[config.mk]
export PLATFORM = sky130hd
export DESIGN_NAME = bin_a_bcd_secuencial_flat
export DESIGN_NICKNAME = d
export VERILOG_FILES = /design/src/rtl/bin_a_bcd_if.sv /design/src/rtl/bin_a_bcd_secuencial.sv /design/src/flat_wrapper.sv
export SDC_FILE = /design/constraint.sdc
export NUM_CORES = 1
export LEC_CHECK = 0
export ABC_CLOCK_PERIOD_IN_PS = 1500
export CAP_MARGIN = 40
export CORE_MARGIN = 2
export CORE_UTILIZATION = 50
export CTS_CLUSTER_SIZE = 20
export DETAILED_ROUTE_END_ITERATION = 12
export DONT_BUFFER_PORTS = 1
export PLACE_DENSITY = 0.71
export SLEW_MARGIN = 20
export SYNTH_ARGS = -nofsm -noshare
export SYNTH_HDL_FRONTEND = slang
export SYNTH_SLANG_ARGS = --single-unit
export TNS_END_PERCENT = 1
[constraint.sdc]
create_clock -name clk -period 1.5 [get_ports clk]
set_input_delay 0.15 -clock clk [delete_from_list [all_inputs] [get_ports clk]]
set_output_delay 0.15 -clock clk [all_outputs]
set_load 0.05 [all_outputs]
[src/rtl/bin_a_bcd_if.sv]
// bin_a_bcd_if: start/busy/done handshake and data bus of the binary-to-BCD converter
// Inicio/Entrada driven by the upstream sequencer (master).
// Ocupado/Listo/BCD driven by the converter (slave).
interface bin_a_bcd_if #(
    parameter int ANCHO   = 8,
    parameter int DIGITOS = 3
);
    logic                   Inicio;
    logic [ANCHO-1:0]       Entrada;
    logic                   Ocupado;
    logic                   Listo;
    logic [4*DIGITOS-1:0]   BCD;
    modport master (output Inicio, Entrada, input Ocupado, Listo, BCD);
    modport slave  (input Inicio, Entrada, output Ocupado, Listo, BCD);
endinterface

[src/rtl/bin_a_bcd_secuencial.sv]
// bin_a_bcd_secuencial: sequential shift-and-add-3 binary-to-BCD converter, one shift per clock
// clk/rst: single clock, synchronous active-high reset.
// conv: Inicio (start), Entrada (binary in), Ocupado (busy), Listo (done pulse), BCD (digits, k=0 units).
module bin_a_bcd_secuencial #(
    parameter int ANCHO   = 8,
    parameter int DIGITOS = 3
) (
    input  logic          clk,
    input  logic          rst,
    bin_a_bcd_if.slave    conv
);
    localparam int CW = $clog2(ANCHO + 1);
    localparam int BW = 4 * DIGITOS;
    typedef enum logic [1:0] {REPOSO, DESPLAZA, FIN} estado_t;
    estado_t           estado_q, estado_d;
    logic [ANCHO-1:0]  bin_q, bin_d;
    logic [BW-1:0]     scr_q, scr_d, ajustado;
    logic [BW-1:0]     bcd_q, bcd_d;
    logic [CW-1:0]     cnt_q, cnt_d;
    logic              listo_q, listo_d;
    always_ff @(posedge clk) begin
        if (rst) begin
            estado_q <= REPOSO;
            bin_q    <= '0;
            scr_q    <= '0;
            bcd_q    <= '0;
            cnt_q    <= '0;
            listo_q  <= 1'b0;
        end else begin
            estado_q <= estado_d;
            bin_q    <= bin_d;
            scr_q    <= scr_d;
            bcd_q    <= bcd_d;
            cnt_q    <= cnt_d;
            listo_q  <= listo_d;
        end
    end
    always_comb begin
        estado_d = estado_q;
        bin_d    = bin_q;
        scr_d    = scr_q;
        bcd_d    = bcd_q;
        cnt_d    = cnt_q;
        listo_d  = 1'b0;
        ajustado = scr_q;
        for (int k = 0; k < DIGITOS; k++)
            ajustado[4*k +: 4] = (scr_q[4*k +: 4] >= 4'd5) ? scr_q[4*k +: 4] + 4'd3 : scr_q[4*k +: 4];
        case (estado_q)
            REPOSO: if (conv.Inicio) begin
                bin_d    = conv.Entrada;
                scr_d    = '0;
                cnt_d    = CW'(ANCHO);
                estado_d = DESPLAZA;
            end
            DESPLAZA: begin
                // adjust digits first, then the binary MSB shifts into scratch bit 0
                {scr_d, bin_d} = {ajustado, bin_q} << 1;
                cnt_d          = cnt_q - CW'(1);
                estado_d       = (cnt_q == CW'(1)) ? FIN : DESPLAZA;
            end
            FIN: begin
                bcd_d    = scr_q;
                listo_d  = 1'b1;
                estado_d = REPOSO;
            end
            default: estado_d = REPOSO;
        endcase
    end
    assign conv.Ocupado = (estado_q != REPOSO);
    assign conv.Listo   = listo_q;
    assign conv.BCD     = bcd_q;
endmodule

[src/flat_wrapper.sv]
// flat-port wrapper written by rule: the top's interface ports become plain ports
module bin_a_bcd_secuencial_flat 
#(
    parameter int ANCHO   = 8,
    parameter int DIGITOS = 3
)
  (clk, rst, conv_Inicio, conv_Entrada, conv_Ocupado, conv_Listo, conv_BCD);
  bin_a_bcd_if #(.ANCHO(ANCHO), .DIGITOS(DIGITOS)) conv_i ();
  input  logic clk;
  input  logic rst;
  input wire logic [$bits(conv_i.Inicio)-1:0] conv_Inicio;
  input wire logic [$bits(conv_i.Entrada)-1:0] conv_Entrada;
  output wire logic [$bits(conv_i.Ocupado)-1:0] conv_Ocupado;
  output wire logic [$bits(conv_i.Listo)-1:0] conv_Listo;
  output wire logic [$bits(conv_i.BCD)-1:0] conv_BCD;
  assign conv_i.Inicio = conv_Inicio;
  assign conv_i.Entrada = conv_Entrada;
  assign conv_Ocupado = conv_i.Ocupado;
  assign conv_Listo = conv_i.Listo;
  assign conv_BCD = conv_i.BCD;
  bin_a_bcd_secuencial #(.ANCHO(ANCHO), .DIGITOS(DIGITOS)) u_core (.clk(clk), .rst(rst), .conv(conv_i));
endmodule
### Word level (Yosys, flattened, before mapping)

Cells that the tools add are included.

* output and inout port bits: 14
* logic and storage cells: 34
* input port bits: 11
* register bits: 39

* order comparisons: 3
* reductions and logical operators: 4
* muxes and demuxes: 13
* $add $sub $neg: 4
* eq/ne operators: 4

Operators with widths (number)
* $pmux W12 S2: 1
* $pmux W8 S2: 1
* $ge A4 B3 Y1 const B: 3
* $mux W12: 1
* $mux W4: 3
* $add A4 B2 Y4 const B: 2
* $mux W8: 1
* $pmux W4 S2: 1
* $eq A4 B1 Y1 const B: 1
* $mux W2: 2
* $pmux W2 S2: 1
* $reduce_bool A2 Y1: 2
* $sub A4 B1 Y4 const B: 1
* $add A3 B2 Y3 const B: 1
* $mux W3: 1
* $eq A2 B1 Y1 const B: 1
* $eq A2 B2 Y1 const B: 1
* $logic_not A2 Y1: 1
* $ne A2 B2 Y1 const B: 1
* $reduce_and A2 Y1: 1
* $mux W1: 1

### Logic depth before layout (Yosys ltp)

* word-level depth: 3
* gate-level depth with buffers: 6
* depth with buffers taken out: 6

### Least setup slack after synthesis

OpenSTA, ideal clock, no wires.

* path type: register to register
* start: register u_core.scr_q[9]
* end: register u_core.scr_q[10]
* library setup time: 0.117 ns
* period minus slack after synthesis: 1.302 ns
* required time: 1.383 ns
* slack: 0.198 ns
* path buffers: 0
* stages on the path, launching flop included: 7
* arrival: 1.186 ns
* cell sequence: dfxtp_1 inv_1 ha_1 nand2b_1 a21oi_1 mux2i_1 a22o_1

* word-level cells in the longest chain between the ends: 3
* elaborated cells on any way between the ends: 4
* those cells by class: add/sub (1); order compare (1); mux (2)

RTL lines
* from (decl): RTL line bin_a_bcd_secuencial.sv:17 `logic [BW-1:0] scr_q, scr_d, ajustado;`
* from (signal assigned): RTL line bin_a_bcd_secuencial.sv:32 `scr_q <= scr_d;`
* $ge A4 B3 Y1 or $add A3 B2 Y3 (tied branches): RTL line bin_a_bcd_secuencial.sv:47 `ajustado[4*k +: 4] = (scr_q[4*k +: 4] >= 4'd5) ? scr_q[4*k +: 4] + 4'd3 : scr_q[4*k +: 4];`
* $mux W3 (*): RTL line bin_a_bcd_secuencial.sv:47
* $pmux W12 S2 (*): RTL line bin_a_bcd_secuencial.sv:48 `case (estado_q)`

Mark *: on every way between the ends. The rest lies on a longest branch, timed or not.
A chain may end at the register's enable or synchronous reset.

### Worst setup path after layout

* start: register u_core.estado_q[0]
* end: output port conv_Ocupado

* word-level cells in the longest chain between the ends: 1

RTL lines
* from (decl): RTL line bin_a_bcd_secuencial.sv:15 `estado_t estado_q, estado_d;`
* from (signal assigned): RTL line bin_a_bcd_secuencial.sv:30 `estado_q <= estado_d;`
* $reduce_bool A2 Y1: RTL line bin_a_bcd_secuencial.sv:69 `assign conv.Ocupado = (estado_q != REPOSO);`
* to (decl): RTL line flat_wrapper.sv:13 `output wire logic [$bits(conv_i.Ocupado)-1:0] conv_Ocupado;`

Every way passes these cells.

==> metrics <==
critical path required time 1.35 ns; Clock Skews 0.006358 ns; CP Max Fanout 7; via count 1,472; worst-skew pair later-pin latency 0.29 ns; Tmin final 1.442 ns; register bit total from synthesis 39; Die Footprint 4206 sq um; largest net degree at the start of global routing 27; Crit path arrival time 1.29 ns; worst slew pin tran 0.5040 ns; CP startpoint kind flop; Ports 25; Final Wtd Congestion 0.7952; status finished clean; area of the core 3606 sq um; n_diodes 0; root buffer cell clkbuf_8; net count after synthesis 238; simple-gate portion of the synthesized area 20.00%; Peak Freq 0.6936 GHz; min-delay worst type in -> reg; drt pass-1 iters 4; first-pass GRT wire length 6.354 mm; share of layout cells above drive strength 1 19.15%; gr ovfl total 0; RSZ-0062 raised after global routing false; # nets final 253; area fraction in compound gates after synthesis 21.01%; Final setup viols 0; CTS tree done; drt drc 0; Power Dens Cells 1042 nW/um^2; Total Routing Usage GR 19.53%; Worst Hold Endpoint u_core.bin_q[3]$_SDFFE_PP0P_; total power 2.225 mW; initial DRC count 66; largest family of logic cells by synthesized area compound AO/OA/AOI/OAI gates; Synth Warn # 0; Adder-Cell Fraction of Synth Area 5.405%; antenna violations before repair 0; # port buffers 0; Max-cap violations 0; reg-to-reg slack, setup 0.07 ns; multiplexer share of the synthesized area 2.230%; Rel. slew slack 66.35%; critical path's slowest cell or2_2; Die W 64.86 microns; setup_tns 0 ns; Final Hold Fails 0; fraction of the yosys area taken by sequential cells 42.16%; largest stage delay on the critical path 0.42 ns; XOR/XNOR share of the synthesized area 2.365%; Avg Cell Area, Syn 8.456 sq um; maximum VDD drop 404.1 uV; number of global-route vias before repair 1,463; Reg2Reg Depth 6; DR WL/cell 13.12 microns; DIE HEIGHT 64.86 microns; CP Cell Sequence buf_4 -> or2_2; hold wc startpoint rst; Syn Inst Count 219; CTS sink cnt 39; Hold Crit Depth 2; area delta synth->final 15.27%; CTS max path bufs 2; Max H-tree Level 2; drt total wl 3.713 mm; Setup CP Type reg -> out; Clock transition at path regs 0.07 ns; post-DP HPWL 2.443 mm; CP endpoint kind output port; r2r endpoint u_core.scr_q[6]$_SDFFE_PP0P_; Slew Limit Fails 0; Mapped Area 1852 sq um; Starting Density 51.35%; leakage power 0.8519 nW; vias per inst 5.201; number of distinct library cells after synthesis 35; CP startpoint u_core.estado_q[0]$_SDFFE_PP0P_; Critical R2R Launch u_core.scr_q[5]$_SDFFE_PP0P_; part of the cycle the worst path needs 96.12%; post-route ant nets 0; TritonCTS buffer count 5; row cnt 22
[worst max-delay path, delay by kind of cell, from the launching register on]
family / cells / cell delay, ns
buffers and inverters: 1 / 0.19
flip-flops: 1 / 0.39
AND/OR/NAND/NOR: 1 / 0.42
[report_power, final]
group	internal [mW]	total [mW]	leakage, nW	switching, mW
Sequential	1.07	1.10	0.318	0.0338
Combinational	0.0935	0.215	0.472	0.121
Clock	0.538	0.906	0.0612	0.368
Total	1.70	2.22	0.852	0.523
[cells by family after synthesis]
logic type | Yosys count
xor gates and xnor gates | 5
and+or+nand+nor | 81
DFF | 39
AOI/OAI and AO/OA | 57
adders and majority gates | 8
buffers and inverters | 25
muxes | 4
[flip-flops by register name (all words and copies together) (netlist names)]
name and cells:
u_core.bin_q 8, u_core.cnt_q 4, u_core.conv.BCD 12, u_core.conv.Listo 1, u_core.estado_q 2, u_core.scr_q 12
[final cells by class]
cell class / count / area (sq um)
fillers: 347 / 1471
multi-input cells: 155 / 948.4
flip-flops and latches: 39 / 783.3
repair buffers: 21 / 180.2
clock buffers: 6 / 82.58
well taps: 48 / 60.06
inverters: 12 / 45.04
clock inverters: 2 / 35.03
[per-layer routing]
metal / track usage (%) / routed length [microns]
met5: 0 / 0
met2: 32.99 / 1721
met3: 5.208 / 123
met4: 7.447 / 61
met1: 23.57 / 1806
[what timing repair did]
| action | CTS | global route |
|---|---|---|
| setup buffers | 0 | 0 |
| hold buffers | 1 | 0 |
| endpoints found under the setup margin | 1 | 2 |
| endpoints found under the hold margin | 26 | 0 |
| pin swaps | 0 | 1 |
| cloned | 0 | 0 |
| gates resized for setup | 1 | 2 |
[cells in the mapped netlist]
cell	n	area, sq um
dfxtp_1	39	780.8
nor2_1	31	116.4
a21oi_1	30	150.1
nand2_1	24	90.09
inv_1	12	45.04
a22o_1	8	70.07
ha_1	8	100.1
nand2b_1	6	37.54
o21ai_0	6	30.03
buf_2	5	25.02
nor3_1	5	25.02
o221a_2	4	45.04
a21oi_2	3	26.28
buf_4	3	22.52
mux2i_1	3	30.03
nand3_1	3	15.01
xnor2_1	3	26.28
a2111oi_2	2	30.03
a22oi_1	2	15.01
and2b_1	2	15.01
buf_6	2	22.52
clkbuf_1	2	7.510
nand3b_1	2	15.01
nor2b_1	2	12.51
xor2_1	2	17.52
a211oi_1	1	7.510
a311oi_2	1	15.01
and3_1	1	6.260
buf_1	1	3.750
mux2_2	1	11.26
nor2_2	1	6.260
nor2_4	1	11.26
nor3b_1	1	7.510
or2_1	1	6.260
or2_2	1	6.260
[stage by stage]
| stage | hold slack [ns] | instances | setup slack, ns | util [%] | cell area [sq um] |
|---|---|---|---|---|---|
| after floorplan | 0.4094 | 219 | 0.1977 | - | 1852 |
| after global placement | 0.2210 | 273 | 0.1203 | 55.07 | 1986 |
| after detailed placement | 0.2238 | 273 | 0.1071 | 55.07 | 1986 |
| after CTS | 0.01818 | 282 | 0.04883 | 58.64 | 2115 |
| after global routing | 0.02157 | 283 | 0.004313 | 59.20 | 2135 |
| final | 0.02538 | 283 | 0.05818 | 59.20 | 2135 |
[cells in the final DEF (no fill, tap or decap), types with 2 or more instances in the layout]
cell	count
buf_4	18
nand3b_1	2
a2111oi_2	2
nand2b_1	6
o21ai_0	6
dfxtp_2	2
nor3_1	5
and2b_1	2
a22oi_1	2
clkbuf_8	6
nand3_1	3
xor2_1	2
mux2i_1	3
a22o_1	8
ha_1	8
dfxtp_1	37
inv_1	12
a21oi_1	29
nor2_1	31
a21oi_2	4
nand2_1	24
nor2b_1	2
xnor2_1	3
o221a_2	4
[how the worst max path moves through the flow]
stage | endpoint | slack [ns] | depth (start not counted)
final | conv_Ocupado | 0.06 | 2
after global routing | u_core.scr_q[5]$_SDFFE_PP0P_ | 0.004 | 6
after CTS | conv_Ocupado | 0.05 | 2
after detailed placement | u_core.scr_q[6]$_SDFFE_PP0P_ | 0.11 | 6
after global placement | u_core.scr_q[2]$_SDFFE_PP0P_ | 0.12 | 6
after floorplan | u_core.scr_q[10]$_SDFFE_PP0P_ | 0.20 | 6
(Power assumes the default switching activity.)
